**config.mk**
```make
export PLATFORM = sky130hd
export DESIGN_NAME = adder_tree
export DESIGN_NICKNAME = d
export VERILOG_FILES = /design/src/rtl/adder_tree.sv
export SDC_FILE = /design/constraint.sdc
export NUM_CORES = 1
export LEC_CHECK = 0
export ABC_CLOCK_PERIOD_IN_PS = 2760
export BUFFER_PORTS_ARGS = -buffer_cell sky130_fd_sc_hd__buf_2
export CAP_MARGIN = 10
export CELL_PAD_IN_SITES_DETAIL_PLACEMENT = 1
export CELL_PAD_IN_SITES_GLOBAL_PLACEMENT = 2
export CORE_ASPECT_RATIO = 1.75
export CORE_UTILIZATION = 39
export DETAILED_ROUTE_END_ITERATION = 8
export PLACE_DENSITY_LB_ADDON = 0.1
export SETUP_SLACK_MARGIN = 0.3
export SLEW_MARGIN = 20
export SYNTH_ARGS = -nofsm -noshare
export SYNTH_HDL_FRONTEND = slang
export SYNTH_SLANG_ARGS = --single-unit
export TNS_END_PERCENT = 5
```
**constraint.sdc**
```tcl
create_clock -name clk -period 2.76 [get_ports clk]
set_input_delay 0.552 -clock clk [delete_from_list [all_inputs] [get_ports clk]]
set_output_delay 0.552 -clock clk [all_outputs]
set_load 0.01 [all_outputs]
```
**src/rtl/adder_tree.sv**
```systemverilog
// adder_tree: pipelined unsigned adder tree for the convolution datapath.
// It sums KERNEL_SIZE packed products into one word and produces one result per enabled clock.
// Latency is $clog2(KERNEL_SIZE)+1 enabled edges from input sample to output update.
// When adder_en is low, the whole pipeline stalls and holds its contents.
// Optional build macro ADDER_TREE_VALID_EN adds the adder_valid output. This output marks
// adder_dataOut as holding a real result rather than reset or fill data.
module adder_tree #(
    parameter int KERNEL_SIZE  = 3,
    parameter int DATA_WIDTH   = 8,
    parameter int WEIGHT_WIDTH = 8
) (
    input  logic                                                   clk,
    input  logic                                                   rstn,
    input  logic                                                   adder_en,
    input  logic [(DATA_WIDTH+WEIGHT_WIDTH)*KERNEL_SIZE-1:0]       adder_dataIn,
    output logic [DATA_WIDTH+WEIGHT_WIDTH+KERNEL_SIZE-1:0]         adder_dataOut
`ifdef ADDER_TREE_VALID_EN
    ,
    output logic                                                   adder_valid
`endif
);

    localparam int PRODUCT_WIDTH   = DATA_WIDTH + WEIGHT_WIDTH;
    localparam int FINAL_OUT_WIDTH = DATA_WIDTH + WEIGHT_WIDTH + KERNEL_SIZE;
    localparam int LEVELS          = $clog2(KERNEL_SIZE);

    // Number of operands alive at a given tree level: each level halves the count, rounding up.
    function automatic int nodes_at(input int lvl);
        int n;
        n = KERNEL_SIZE;
        for (int i = 0; i < lvl; i++) begin
            n = (n + 1) / 2;
        end
        return n;
    endfunction

    // Level 0 holds the unpacked operands. Level l holds ceil(K/2^l) partial sums that are
    // PRODUCT_WIDTH+l bits wide. This width is exactly enough to hold a sum of 2^l operands.
    for (genvar l = 0; l <= LEVELS; l++) begin : g_lvl
        localparam int N  = nodes_at(l);
        localparam int NP = nodes_at(l - 1);
        localparam int W  = PRODUCT_WIDTH + l;

        for (genvar k = 0; k < N; k++) begin : g_node
            logic [W-1:0] sum_r;

            if (l == 0) begin : g_load
                // Capture operand k from the packed input bus
                always_ff @(posedge clk or negedge rstn) begin
                    if (!rstn) begin
                        sum_r <= '0;
                    end else if (adder_en) begin
                        sum_r <= adder_dataIn[(k+1)*PRODUCT_WIDTH-1 -: PRODUCT_WIDTH];
                    end
                end
            end else if ((2 * k + 1) < NP) begin : g_pair
                // Add an adjacent pair from the previous level into a register that is one bit wider
                always_ff @(posedge clk or negedge rstn) begin
                    if (!rstn) begin
                        sum_r <= '0;
                    end else if (adder_en) begin
                        sum_r <= {1'b0, g_lvl[l-1].g_node[2*k].sum_r}
                               + {1'b0, g_lvl[l-1].g_node[2*k+1].sum_r};
                    end
                end
            end else begin : g_odd
                // Odd leftover operand: zero-extend it by one bit and register it unchanged
                always_ff @(posedge clk or negedge rstn) begin
                    if (!rstn) begin
                        sum_r <= '0;
                    end else if (adder_en) begin
                        sum_r <= {1'b0, g_lvl[l-1].g_node[2*k].sum_r};
                    end
                end
            end
        end
    end

    // The last-level register is the output. No logic sits between it and the port,
    // apart from the constant zero-extension.
    assign adder_dataOut = {{(FINAL_OUT_WIDTH - PRODUCT_WIDTH - LEVELS){1'b0}},
                            g_lvl[LEVELS].g_node[0].sum_r};

`ifdef ADDER_TREE_VALID_EN
    logic [LEVELS:0] valid_sr_r;

    if (LEVELS == 0) begin : g_valid_one
        // Single-stage pipe: the flag sets on the first enabled edge after reset
        always_ff @(posedge clk or negedge rstn) begin
            if (!rstn) begin
                valid_sr_r <= 1'b0;
            end else if (adder_en) begin
                valid_sr_r <= 1'b1;
            end
        end
    end else begin : g_valid_multi
        // Shift a one through a register whose depth matches the data pipeline
        always_ff @(posedge clk or negedge rstn) begin
            if (!rstn) begin
                valid_sr_r <= '0;
            end else if (adder_en) begin
                valid_sr_r <= {valid_sr_r[LEVELS-1:0], 1'b1};
            end
        end
    end

    assign adder_valid = valid_sr_r[LEVELS];
`endif

endmodule

```
==> metrics.txt, run 1 <==
drt wl/cell 16.3 microns; crit path DAT 2.58 ns; GP Congestion 0.726; post-DP HPWL around 8300 microns; crit-path cells ha_1 > a21o_1 > a21oi_2 > o41ai_2 > a31oi_1 > xnor2_1 > mux2_2; Synth Area in Adders about 8.4%; largest registers g_lvl.g_node.sum_r x99; number of diodes 0; syn_area_per_cell 11.9 sq um; PwrDens ~860 nW/um^2; First DRT Iteration DRCs 103; Min-Delay Path Class in -> async; number of flip-flops in the largest register 99; vias in the first global route between 3000 and 4000; Num CTS Buffers 9; worst vdd ir ~0.00031 V; Setup violations, final 0; Compound-Gate Fraction of Synth Area 14.1%; fraction of registers with async set/reset 100%; Slew @ Worst Pin about 0.74 ns; Port-buffer cells a little under 70; most area-hungry cell type in the Yosys netlist dfrtp_1; first-pass iteration count of the detailed router 4; Synth-to-Final Area Change 15.8%; Yosys top cell area share between 40% and 50%; antenna violations before repair 0; vias after detailed routing 3629; chip width 89.8 microns; Seq/Total Area, Yosys between 40 and 50%; Clock transition at path regs 0.07 ns; XOR/XNOR Fraction of Synth Area 3.16%; most frequent cell after synthesis dfrtp_1; Yosys reg bits 99; outcome finished, final reports clean; DRC 0; Cells after Synth 443; full die area ~14000 sq um; Mapped Area 5260 sq um; Top FF cell, synth dfrtp_1; nets@finish roughly 600; clock sink count 99; Setup Total Neg Slack 0 ns; RSZ-0062 raised after global routing yes; synth unique cells 61; Post-synth top cells dfrtp_1, mux2_2, ha_1; vias per inst 5.28; crit path time final 2.35 ns; CP max FO 5; Initial Util roughly 40%; FP Rows between 50 and 60; CP Launch Type flip-flop; core outline area around 13000 sq um; Biggest register g_lvl.g_node.sum_r; clock latency on the worst-skew pair 0.34 ns; Crit path required time 2.99 ns; Crit path largest cell delay 0.66 ns; Critical Path End Type flip-flop; final hold vios 0; Post-synth EDFFs 0; CP Class reg -> reg; pre-CTS setup slack 0.406 ns; Routed WL 11200 microns; Overflow after GRT 0; CTS tree built; main area contributors after synthesis dfrtp_1, mux2_2, ha_1; Rel. slew slack 50.5%; Crit-path slowest cell o41ai_2; CTS Root Cell clkbuf_16; P_leak 2.75 nW; Post-Synth Simple-Gate Area between 7 and 8%; crit share post-route 85.2%; first-pass GRT wire length 19200 microns; max-cap violation count 0; CTS H-tree lvls 3; mux contribution to synthesized area 17.2%; Die H 156 microns; R2R cell count 7; antenna-violating nets left 0; Syn Nets ~530; fmax 425 MHz; Top-Level Pins 70; largest net degree at the start of global routing 56; Max Slew Vio Count 0; CTS Buffer Depth 2; PnR worst setup slack 0.409 ns; share of layout cells above drive strength 1 35.5%; main combinational cell family by area after synthesis multiplexers; Synth warnings 0; clk_skew 0.0129 ns; total track usage 17.2%
[metal layers]
| layer | GRT usage, % | wire length [microns] | part of all wire [%] |
|---|---|---|---|
| met1 | 20.9 | 4920 | 44 |
| met2 | 31.3 | 5830 | 52 |
| met3 | 2.29 | 280 | 2.5 |
| met4 | 5.62 | 157 | 1.4 |
| met5 | 0 | 0 | 0 |
[kinds of logic (layout without fill, tap and decap cells)]
logic type,after synthesis,after routing
and+or+nand+nor,75,75
adders and majority gates,34,34
muxes,80,80
buffers and inverters,30,103
other,1,1
AOI/OAI and AO/OA,105,105
DFF,99,99
xor gates and xnor gates,19,19
[worst max-delay path, delay by kind of cell (launching register included)]
kind / cells / cell delay (ns)
AOI/OAI and AO/OA: 4 / 1.09
DFF: 1 / 0.42
adders and majority gates: 1 / 0.29
muxes: 1 / 0.26
xor gates and xnor gates: 1 / 0.17
[final cells by class]
cell class,count,area (sq um)
tap,171,214
sequential,99,2480
clock inverter,6,65.1
fill,1469,6980
multi-input combinational,314,2640
timing repair buffer,76,418
clock buffer,10,239
inverter,11,41.3
[cells in the final DEF, fill, tap and decap left out, types with 2 or more instances in the layout]
| cell type | netlist | layout |
|---|---|---|
| xor2_1 | 7 | 7 |
| clkinv_4 | 0 | 2 |
| and2_1 | 2 | 2 |
| o21a_1 | 7 | 7 |
| nor2b_1 | 3 | 3 |
| a21oi_2 | 2 | 2 |
| a21oi_1 | 26 | 26 |
| and3_4 | 2 | 2 |
| nor4_1 | 2 | 2 |
| inv_1 | 11 | 11 |
| a211oi_1 | 5 | 5 |
| o21ai_0 | 11 | 11 |
| xnor2_1 | 12 | 12 |
| nor2_1 | 15 | 15 |
| a221o_1 | 2 | 2 |
| nand3b_1 | 2 | 2 |
| nor3_1 | 3 | 3 |
| a31oi_1 | 6 | 6 |
| clkinv_2 | 0 | 2 |
| or3_1 | 4 | 4 |
| ha_1 | 32 | 32 |
| o2111ai_1 | 2 | 2 |
| and3_1 | 4 | 4 |
| o21bai_1 | 4 | 4 |
| o21ai_1 | 4 | 4 |
| nand2_1 | 23 | 23 |
| nand3_1 | 9 | 9 |
| fa_1 | 2 | 2 |
| clkbuf_16 | 0 | 9 |
| dfrtp_1 | 99 | 99 |
| a21o_1 | 12 | 12 |
| o211ai_1 | 2 | 2 |
| buf_4 | 1 | 9 |
| mux2_2 | 79 | 79 |
| o31ai_1 | 6 | 6 |
| buf_2 | 3 | 66 |
[stage by stage]
step | cell area, sq um | total power (W) | cells | hold slack (ns) | util, %
2_1_floorplan | 5260 | 0.00344 | 443 | 0.256 | -
3_3_place_gp | 5770 | 0.00393 | 669 | 0.460 | 44.1
3_5_place_dp | 5770 | 0.00399 | 669 | 0.467 | 44.1
4_1_cts | 6080 | 0.00531 | 685 | 0.295 | 46.5
5_1_grt | 6090 | 0.00562 | 687 | 0.324 | 46.6
6_report | 6090 | 0.00523 | 687 | 0.262 | 46.6
[report_power, final]
group	leakage (nW)	switching (W)	internal, W	total (W)
Combinational	1.44	0.00103	0.000954	0.00198
Clock	0.148	0.000558	0.000728	0.00129
Sequential	1.16	0.000184	0.00178	0.00196
Total	2.75	0.00177	0.00346	0.00523
[final timing paths]
path                                              from  slack (ns)                      endpoint
min                                               rstn        0.26   g_lvl[2].g_node[0].sum_r[2]
max in group asynchronous                         rstn        1.86   g_lvl[0].g_node[0].sum_r[9]
max reg2reg                g_lvl[0].g_node[0].sum_r[1]        0.41  g_lvl[1].g_node[0].sum_r[13]
min in group clk                      adder_dataIn[33]        0.43   g_lvl[0].g_node[2].sum_r[1]
min reg2reg                g_lvl[2].g_node[0].sum_r[4]        0.48   g_lvl[2].g_node[0].sum_r[4]
max                        g_lvl[0].g_node[0].sum_r[1]        0.41  g_lvl[1].g_node[0].sum_r[13]
[repair_timing]
item / in CTS / in global routing
hold buffers: 0 / 0
gates resized for setup: 0 / 0
setup buffers: 0 / 2
endpoints found under the setup margin: 0 / 5
(Power assumes the default switching activity.)
==> inputs of run 2 (changes only) <==
CELL_PAD_IN_SITES_DETAIL_PLACEMENT = unset   (was 1)
CELL_PAD_IN_SITES_GLOBAL_PLACEMENT = unset   (was 2)
CORE_UTILIZATION = 45   (was 39)
PLACE_DENSITY_LB_ADDON = unset   (was 0.1)
==> metrics.txt, run 2 (synthesis gave the netlist of run 1 again) <==
outcome finished, final reports clean; vias per inst 5.45; Clock transition at path regs 0.07 ns; CP Launch Type flip-flop; PwrDens 846 nW/um^2; Synth-to-Final Area Change 13.8%; vias after detailed routing approximately 3500; full die area 12100 sq um; largest net degree at the start of global routing 65; clk_skew 0.00961 ns; Routed WL 9960 microns; Biggest register g_lvl.g_node.sum_r; worst vdd ir ~0.00048 V; crit share post-route between 80% and 90%; final hold vios 0; Top delay family on crit path compound AO/OA/AOI/OAI gates; met3 global-route usage 3.07%; share of layout cells above drive strength 1 34.8%; post-DP HPWL roughly 7300 microns; max-cap violation count 0; Initial Util 46.8%; core outline area 11200 sq um; GP Congestion 0.828; clock sink count 99; number of hold buffers added after cts 0; clock latency on the worst-skew pair ~0.34 ns; antenna-violating nets left 0; FP Rows 51; CTS Root Cell clkbuf_16; First DRT Iteration DRCs 151; CTS tree built; drt wl/cell 15.5 microns; Cell Area, Placed approximately 5700 sq um; post-CTS sizing 0; RSZ-0062 raised after global routing no; most common cell after layout, fill and taps aside dfrtp_1; Buf+Inv Stages, Crit Path 0; Top-Level Pins 70; vias in the first global route 3696; Max Slew Vio Count 0; CP Class reg -> reg; fin util 53.3%; largest registers g_lvl.g_node.sum_r x99; total track usage between 10% and 20%; FILL cells 1024; first-pass iteration count of the detailed router 4; met2 Track Usage GR 30.6%; Min-Delay Path Class in -> async; Overflow after GRT 0; Setup Total Neg Slack 0 ns; P_leak 2.71 nW; Rel. slew slack 49.7%; antenna violations before repair 0; Port-buffer cells 68; post-CTS setup buffers 0; GR peak layer met2; crit-path cells ha_1 > fa_1 > a21oi_1 > o21ai_1 > a21oi_2 > o21bai_1 > o211a_1 > o31ai_1; Die H 145 microns; fmax around 430 MHz; Setup violations, final 0; CP max FO 5; CTS Buffer Depth 2; crit path DAT 2.58 ns; most frequent cells in the layout dfrtp_1, mux2_2, buf_2, ha_1, a21oi_1; R2R cell count 8; number of flip-flops in the largest register 99; Slew @ Worst Pin 0.754 ns; DRC 0; chip width 83.7 microns; Crit path largest cell delay 0.41 ns; Critical Path End Type flip-flop; CP Depth 8; met1 Use GR 22.4%; Crit path required time 2.99 ns; crit path time final 2.35 ns; first-pass GRT wire length 17600 microns; Crit-path slowest cell fa_1; Num CTS Buffers 9; nets@finish 593; CTS H-tree lvls 3; number of diodes 0; design area 5990 sq um
-- run 2: changes by cell type in the layout (fill, tap and decap cells not counted), sizes merged --
cell,previous run,this run
buf,76,73
clkinv,4,1
clkinvlp,1,3
bufinv,1,0
clkbuf,10,11
-- run 2: where the power goes --
part	internal [W]	leakage, nW	switching [W]
Sequential	0.00178	1.16	0.000185
Clock	0.000629	0.124	0.000523
Combinational	0.000946	1.43	0.00100
Total	0.00336	2.71	0.00171
-- run 2: layer usage --
layer,part of all wire [%],vias up
met5,0,-
met4,2.4,0
met3,2.5,16
met2,51,54
met1,44,1692
li1,-,1751
-- run 2: area by class of cell --
| class | count | area [sq um] | share of cell area (%) |
|---|---|---|---|
| Sequential cell | 99 | 2480 | 41.4 |
| Tap cell | 132 | 165 | 2.76 |
| Timing Repair Buffer | 73 | 395 | 6.61 |
| Inverter | 11 | 41.3 | 0.690 |
| Clock inverter | 4 | 27.5 | 0.460 |
| Multi-Input combinational cell | 314 | 2640 | 44.0 |
| Clock buffer | 11 | 243 | 4.06 |
-- run 2: path summary, 6_finish.rpt --
path	start	end	slack [ns]
hold / removal	rstn	g_lvl[2].g_node[0].sum_r[2]	0.17
min in group clk	adder_dataIn[47]	g_lvl[0].g_node[2].sum_r[15]	0.44
setup reg to reg	g_lvl[0].g_node[0].sum_r[0]	g_lvl[1].g_node[0].sum_r[12]	0.41
hold reg to reg	g_lvl[2].g_node[0].sum_r[6]	g_lvl[2].g_node[0].sum_r[6]	0.48
setup / recovery	g_lvl[0].g_node[0].sum_r[0]	g_lvl[1].g_node[0].sum_r[12]	0.41
max in group asynchronous	rstn	g_lvl[1].g_node[1].sum_r[12]	1.89
-- run 2: per-stage QoR --
step / setup WS, ns / power (W) / hold slack (ns) / std cells
6_report: 0.409 / 0.00507 / 0.173 / 644
5_1_grt: 0.305 / 0.00546 / 0.210 / 644
4_1_cts: 0.349 / 0.00513 / 0.187 / 643
3_5_place_dp: 0.378 / 0.00394 / 0.472 / 628
3_3_place_gp: 0.519 / 0.00390 / 0.464 / 628
2_1_floorplan: 0.700 / 0.00344 / 0.256 / 443
